$ cat src/rtl/data_stack.sv
// Operand stack feeding the brus16 ALU: tos/nos are the operands and BINOP folds the result back in.
// Optional debug read port enabled by defining DSTACK_DEBUG_EN.
module data_stack #(
  parameter int unsigned WIDTH = 16,
  parameter int unsigned DEPTH = 32,
  parameter int unsigned PTR_W = $clog2(DEPTH) + 1
) (
  input  logic                       clk,
  input  logic                       reset,
  input  logic [2:0]                 cmd,
  input  logic [WIDTH-1:0]           din,
  output logic [WIDTH-1:0]           tos,
  output logic [WIDTH-1:0]           nos,
  output logic [PTR_W-1:0]           count,
  output logic                       full,
  output logic                       empty,
  output logic                       err
`ifdef DSTACK_DEBUG_EN
  ,
  input  logic [$clog2(DEPTH)-1:0]   dbg_addr,
  output logic [WIDTH-1:0]           dbg_data
`endif
);

  localparam int unsigned AW = $clog2(DEPTH);

  typedef enum logic [2:0] {
    CmdNop   = 3'd0,
    CmdPush  = 3'd1,
    CmdPop   = 3'd2,
    CmdBinop = 3'd3,
    CmdSwap  = 3'd4,
    CmdDup   = 3'd5,
    CmdOver  = 3'd6,
    CmdRsvd  = 3'd7
  } cmd_e;

  logic [WIDTH-1:0] mem_q [DEPTH];
  logic [PTR_W-1:0] sp_q, sp_d;
  logic             err_q, err_d;

  logic [AW-1:0]    idx_top, idx_nos, idx_new;
  logic [WIDTH-1:0] top_raw, nos_raw;
  logic             has1, has2, room;

  // Two write ports: SWAP is the only command that needs both.
  logic             we_a, we_b;
  logic [AW-1:0]    addr_a, addr_b;
  logic [WIDTH-1:0] data_a, data_b;

  assign idx_new = sp_q[AW-1:0];
  assign idx_top = sp_q[AW-1:0] - AW'(1);
  assign idx_nos = sp_q[AW-1:0] - AW'(2);
  assign top_raw = mem_q[idx_top];
  assign nos_raw = mem_q[idx_nos];

  assign has1 = (sp_q >= PTR_W'(1));
  assign has2 = (sp_q >= PTR_W'(2));
  assign room = (sp_q < PTR_W'(DEPTH));

  always_comb begin
    sp_d   = sp_q;
    err_d  = err_q;
    we_a   = 1'b0;
    we_b   = 1'b0;
    addr_a = idx_new;
    addr_b = idx_nos;
    data_a = din;
    data_b = top_raw;
    unique case (cmd_e'(cmd))
      CmdPush: begin
        if (room) begin
          we_a = 1'b1;
          sp_d = sp_q + PTR_W'(1);
        end else begin
          err_d = 1'b1;
        end
      end
      CmdPop: begin
        if (has1) sp_d = sp_q - PTR_W'(1);
        else      err_d = 1'b1;
      end
      CmdBinop: begin
        if (has2) begin
          we_a   = 1'b1;
          addr_a = idx_nos;
          sp_d   = sp_q - PTR_W'(1);
        end else begin
          err_d = 1'b1;
        end
      end
      CmdSwap: begin
        if (has2) begin
          we_a   = 1'b1;
          addr_a = idx_top;
          data_a = nos_raw;
          we_b   = 1'b1;
        end else begin
          err_d = 1'b1;
        end
      end
      CmdDup: begin
        if (has1 && room) begin
          we_a   = 1'b1;
          data_a = top_raw;
          sp_d   = sp_q + PTR_W'(1);
        end else begin
          err_d = 1'b1;
        end
      end
      CmdOver: begin
        if (has2 && room) begin
          we_a   = 1'b1;
          data_a = nos_raw;
          sp_d   = sp_q + PTR_W'(1);
        end else begin
          err_d = 1'b1;
        end
      end
      CmdNop, CmdRsvd: ;
      default: ;
    endcase
    // Reset aborts whatever the decode stage asked for this cycle.
    if (reset) begin
      we_a = 1'b0;
      we_b = 1'b0;
    end
  end

  always_ff @(posedge clk) begin
    if (reset) begin
      sp_q  <= '0;
      err_q <= 1'b0;
    end else begin
      sp_q  <= sp_d;
      err_q <= err_d;
    end
  end

  // Storage is deliberately not cleared by reset.
  always_ff @(posedge clk) begin
    if (we_a) mem_q[addr_a] <= data_a;
    if (we_b) mem_q[addr_b] <= data_b;
  end

  assign tos   = has1 ? top_raw : '0;
  assign nos   = has2 ? nos_raw : '0;
  assign count = sp_q;
  assign full  = (sp_q == PTR_W'(DEPTH));
  assign empty = (sp_q == '0);
  assign err   = err_q;

`ifdef DSTACK_DEBUG_EN
  assign dbg_data = mem_q[dbg_addr];
`endif

endmodule
$ cat config.mk
export PLATFORM = sky130hd
export DESIGN_NAME = data_stack
export DESIGN_NICKNAME = d
export VERILOG_FILES = /design/src/rtl/data_stack.sv
export SDC_FILE = /design/constraint.sdc
export NUM_CORES = 1
export LEC_CHECK = 0
export ABC_AREA = 1
export BUFFER_PORTS_ARGS = -buffer_cell sky130_fd_sc_hd__clkbuf_2
export CORE_AREA = 2 2 303 305
export CTS_CLUSTER_SIZE = 8
export DETAILED_ROUTE_END_ITERATION = 8
export DIE_AREA = 0 0 305 307
export SYNTH_ARGS = -nofsm -noshare
export SYNTH_HDL_FRONTEND = slang
export SYNTH_SLANG_ARGS = --single-unit
$ cat constraint.sdc
create_clock -name clk -period 4.3 [get_ports clk]
set_clock_uncertainty 0.2 [all_clocks]
set_input_delay 0.215 -clock clk [delete_from_list [all_inputs] [get_ports clk]]
set_output_delay 0.215 -clock clk [all_outputs]
set_load 0.01 [all_outputs]
# After elaboration in Yosys (flattened, before gate mapping)
# Memory sizes are Yosys's and may differ from the RTL's.
# Cells that the tools add are included.
[totals]
ff_bits = 7
latchBits = 0
mem_bits_rw = 512
rom_bits = 0
output_inout_bits = 41
wordCells = 68
mem_count = 1
[op_classes]
addsub = 4
n_mul = 0
n_div = 0
magnitude_cmp = 3
eq_ne = 17
shifts = 0
mux = 33
bitwise = 0
n_reduce_logical = 8
[mem_list]
columns = ["name", "depth", "word_bits", "rd", "rd_ports_with_merged_regs", "write_ports", "line", "rtl"]
rows = [
  ["mem_q", 32, 16, 2, 0, 2, "38", "logic [WIDTH-1:0] mem_q [DEPTH];"],
]
[op_table]
columns = ["operator", "n"]
rows = [
  ["$mux W16", 5],
  ["$pmux W16 S3", 1],
  ["$mux W6", 5],
  ["$pmux W6 S5", 1],
  ["$ne A2 B2 Y1 const B", 10],
  ["$mux W1", 16],
  ["$reduce_and A6 Y1", 2],
  ["$mux W5", 2],
  ["$pmux W5 S2", 1],
  ["$reduce_bool A5 Y1", 2],
  ["$eq A3 B3 Y1 const B", 3],
  ["$add A6 B1 Y6 const B", 1],
  ["$eq A3 B2 Y1 const B", 2],
  ["$eq A6 B6 Y1 const B", 1],
  ["$ge A6 B1 Y1 const B", 1],
  ["$ge A6 B2 Y1 const B", 1],
  ["$logic_not A6 Y1", 1],
  ["$lt A6 B6 Y1 const B", 1],
  ["$sub A6 B1 Y6 const B", 1],
  ["$pmux W1 S5", 1],
  ["$sub A5 B1 Y5 const B", 1],
  ["$sub A5 B2 Y5 const B", 1],
  ["$pmux W1 S4", 1],
  ["$eq A3 B1 Y1 const B", 1],
  ["other kinds (2)", 3],
]

# Longest topological paths before layout
[depth]
depth_word = 7
ltp_mapped = 19
depth_no_buf = 14

# Worst setup path after synthesis
# OpenSTA, ideal clock, no wires.
[synth_timing]
path_kind = "flip-flop to flip-flop"
from = "register sp_q[0] (netlist: count[0])"
to = "memory mem_q[11][0], enable pin"
setup_ns = 0.372
arrival_time_ns = 3.291
t_required_ns = 3.728
path_slack_ns = 0.437
path_stages_with_launch = 16
period_less_slack_ns = 3.863
path_cell_list = "dfxtp_1 inv_1 clkbuf_1 clkbuf_1 buf_2 ha_1 buf_2 inv_2 buf_2 clkbuf_1 nand3_1 nand3_1 o21ai_0 nor2_1 nand2_1 nand2_1"
[synth_rtl]
columns = ["element", "line", "rtl"]
rows = [
  ["start: declaration", "39", "logic [PTR_W-1:0] sp_q, sp_d;"],
  ["start signal: assignment", "135", "sp_q <= sp_d;"],
  ["end: declaration", "38", ""],
]

# Worst setup path in the final report
[layout_timing]
from = "register sp_q[0] (netlist: count[0])"
to = "output port tos[11]"
[layout_between]
elab_chain_len = 3
elab_cells_between_ends = 4
classes_between = "add/sub (1); order compare (1); mux (1); memory (1)"
[layout_rtl]
columns = ["element", "line", "rtl"]
rows = [
  ["$sub A5 B1 Y5", "52", "assign idx_top = sp_q[AW-1:0] - AW'(1);"],
  ["$mem_v2 Z32 W16", "n/a", ""],
  ["$mux W16 *", "146", "assign tos = has1 ? top_raw : '0;"],
  ["end: declaration", "12", "output logic [WIDTH-1:0] tos,"],
]
# Every way passes the cells marked *; elsewhere a longest branch is shown, timed or not.

==> key figures <==
Worst setup path
  – Crit path kind: reg -> out
  – CP Launch Type: register
  – CP Cell Sequence: inv_8 -> buf_4 -> ha_1 -> xnor2_2 -> inv_2 -> buf_12 -> nand3_1 -> nand3_1 -> nand3_1 -> a21oi_1 -> clkbuf_2
  – Max FO, Critical Path: 30
  – Worst Path Required: 3.88 ns
  – Slowest stage delay, CP: 0.44 ns
  – Most frequent CP cell: nand3_1
  – Slowest CP cell: dfxtp_4
  – Setup crit end kind: output port
  – Critical path arrival: 3.83 ns

STA
  – Max Slew Vio Count: 0
  – Fin. Hold Viols: 0
  – FMAX: ~240 MHz
  – Setup TNS: 0 ns
  – Final worst path period share: between 90% and 100%
  – Final setup fails: 0
  – Worst-Margin Slew: approximately 1.0 ns
  – Min cycle time layout: between 4 and 5 ns
  – Final worst setup slack: 0.0528 ns
  – Slew margin rel.: 32.1%

Global routing
  – Largest net degree at the start of global routing: approximately 170
  – Antenna violations before repair: 2
  – First-pass GRT wire length: 215 mm
  – GR Overflow Total: 0
  – Number of global-route vias before repair: 33,015
  – GRT Overall Usage: approximately 31%

Route
  – DR pass1 iterations: 8
  – DR iter-0 viols: roughly 4,800
  – WL final: between 100 and 150 mm
  – Vias: between 30,000 and 40,000
  – Routed WL per cell: 22.4 um
  – DRC violations left: 0
  – Wl on met1: 55.9 mm
  – WL met3: 17.9 mm
  – Total length of routed met2 wires: 64.2 mm
  – Vias/cell: 5.48
  – Post-route ant nets: 0
  – Highest routed layer: met5

Synth
  – Synth top area share: 42.9%
  – Synth top area cells: edfxtp_1 43%, nand2_1 31%, nand3_1 9.6%
  – Synthesis Warnings: 0
  – Most common cell in the netlist: nand2_1
  – Syn nets: 5,472
  – Gate Count Post-Synth: about 5,400
  – Synth top cells by count: 2,963 x nand2_1, 684 x nand3_1, 512 x edfxtp_1
  – Primary FF master, synth: edfxtp_1
  – Seq/Total Area, Yosys: 43.3%
  – Seq cells post-synth: 519
  – Post-synth EDFFs: 512
  – Cell Area, Synth: 0.0358 sq mm
  – Unique cell type count in the Yosys netlist: 32
  – Post-synth ARST share: 0%
  – Area leader, netlist: edfxtp_1
  – Mean Syn Cell Area: 6.58 sq um

Clocking
  – Clock Path Buffers: 3
  – Clk_lat worst skew: 0.64 ns
  – Clock Sinks: a little over 500
  – Htree depth: 3
  – CTS buffer count: 75
  – CTS tree: built
  – Clk slew on worst S/H paths: 0.05 ns
  – CTS root buf: clkbuf_16

Power
  – Logic pwr share: 51.0%
  – Net Switching: 11.8 mW
  – Clock power share: 23.4%
  – Internal: roughly 12 mW
  – Static Leakage: 19.9 nW
  – Sequential Power Share: 25.6%
  – Switching share of power: 49.7%
  – PwrDens: 597 mW/mm^2
  – VDD IR max: around 0.54 mV

Hold path
  – Min-Delay Path Class: in -> reg

Job
  – Max cap viols: 0

Die
  – Die Area: approximately 0.094 sq mm
  – I/O pin total: 62
  – # rows: ~110
  – Die Wd: 305 um
  – Initial Utilization: 39.5%
  – DIE HEIGHT: 307 um
  – Core ar.: 0.0907 sq mm

Final layout
  – Final nets: around 5,400
  – Final core utilization: between 40% and 50%
  – Area grow syn2layout: 10.9%
  – Share of cells above drive strength 1: 8.00%
  – Ant diodes: 0

Place
  – Pre-CTS WS: between 0.3 and 0.4 ns
  – Gpl congestion: between 0.9 and 1
  – DP HPWL: 93.1 mm
  – PortBufs: just over 60

Status
  – Outcome: completed
==> registers in the layout (all words and copies together) (netlist names) <==
register / count
err: 1
count: 6
mem_q: 512
==> layout by cell type (no fill, tap or decap), types with 61 or more instances in the layout <==
cell type     n
a21oi_1      91
buf_4       156
clkbuf_16    77
clkbuf_2     61
edfxtp_1    512
inv_1       462
nand2_1    2963
nand3_1     680
nor2_1      116
o21ai_0      93
==> per-layer routing <==
| metal | track usage [%] | up-vias |
|---|---|---|
| met3 | 6.81 | 468 |
| met1 | 39.6 | 16542 |
| met4 | 19.1 | 2 |
| met5 | 0 | - |
| met2 | 47.8 | 2252 |
| li1 | - | 16818 |
==> cell families after synthesis <==
logic type               Yosys count  synth area share, %
flip-flops                       519                 43.3
buffers and inverters            887                 9.91
AO/OA/AOI/OAI                    196                 2.80
adder cells (fa/ha/maj)            8                0.280
AND/OR/NAND/NOR                 3824                 43.3
XOR/XNOR                           9                0.367
==> path summary, 6_finish.rpt <==
check                           startpoint      endpoint  slack [ns]  depth (start not counted)
worst min-delay path                din[1]   mem_q[2][1]        0.06                          6
worst max register to register    count[2]  mem_q[22][0]        0.26                         14
worst max-delay path              count[0]       tos[11]        0.05                         11
worst min register to register         err           err        0.27                          2
==> power by group through the flow <==
stage | Combinational, mW | Sequential, mW | Clock [mW]
after floorplan | 6.34 | 6.17 | 0
after global placement | 11.4 | 6.17 | 0
after detailed placement | 11.5 | 6.17 | 0
after CTS | 11.6 | 6.08 | 5.56
after global routing | 12.6 | 6.08 | 5.75
final | 12.1 | 6.08 | 5.54
==> through the flow <==
step | instance area [sq um] | std cells | total power, mW | hold WS [ns]
after detailed placement | 37600 | 6482 | 17.7 | 0.262
after CTS | 39700 | 6589 | 23.2 | 0.0454
after floorplan | 35800 | 5443 | 12.5 | 0.0841
after global routing | 39700 | 6589 | 24.4 | 0.0776
final | 39700 | 6589 | 23.7 | 0.0624
after global placement | 37600 | 6482 | 17.6 | 0.259
==> what timing repair did <==
action                                  CTS  global route
pin swaps                                 0             0
endpoints found under the hold margin    14             0
hold buffers                              6             0
endpoints found under the setup margin    1             8
buffers inserted                          0             0
gates resized for setup                   1             4
==> critical path: cells and delay by family, from the launching register on <==
| kind | cells | cell delay (ns) |
|---|---|---|
| adders and majority gates | 1 | 0.29 |
| and+or+nand+nor | 3 | 0.72 |
| buffers and inverters | 5 | 1.16 |
| DFF | 1 | 0.44 |
| AOI/OAI and AO/OA | 1 | 0.38 |
| xor gates and xnor gates | 1 | 0.18 |
==> area by class of cell <==
type | count | area (sq um)
fill | 9254 | 51000
multi-input combinational | 4037 | 16800
sequential | 519 | 15500
clock buffer | 94 | 1990
inverter | 505 | 1920
timing repair buffer | 241 | 1900
tap | 1186 | 1480
clock inverter | 7 | 66.3
(Power assumes the default switching activity.)
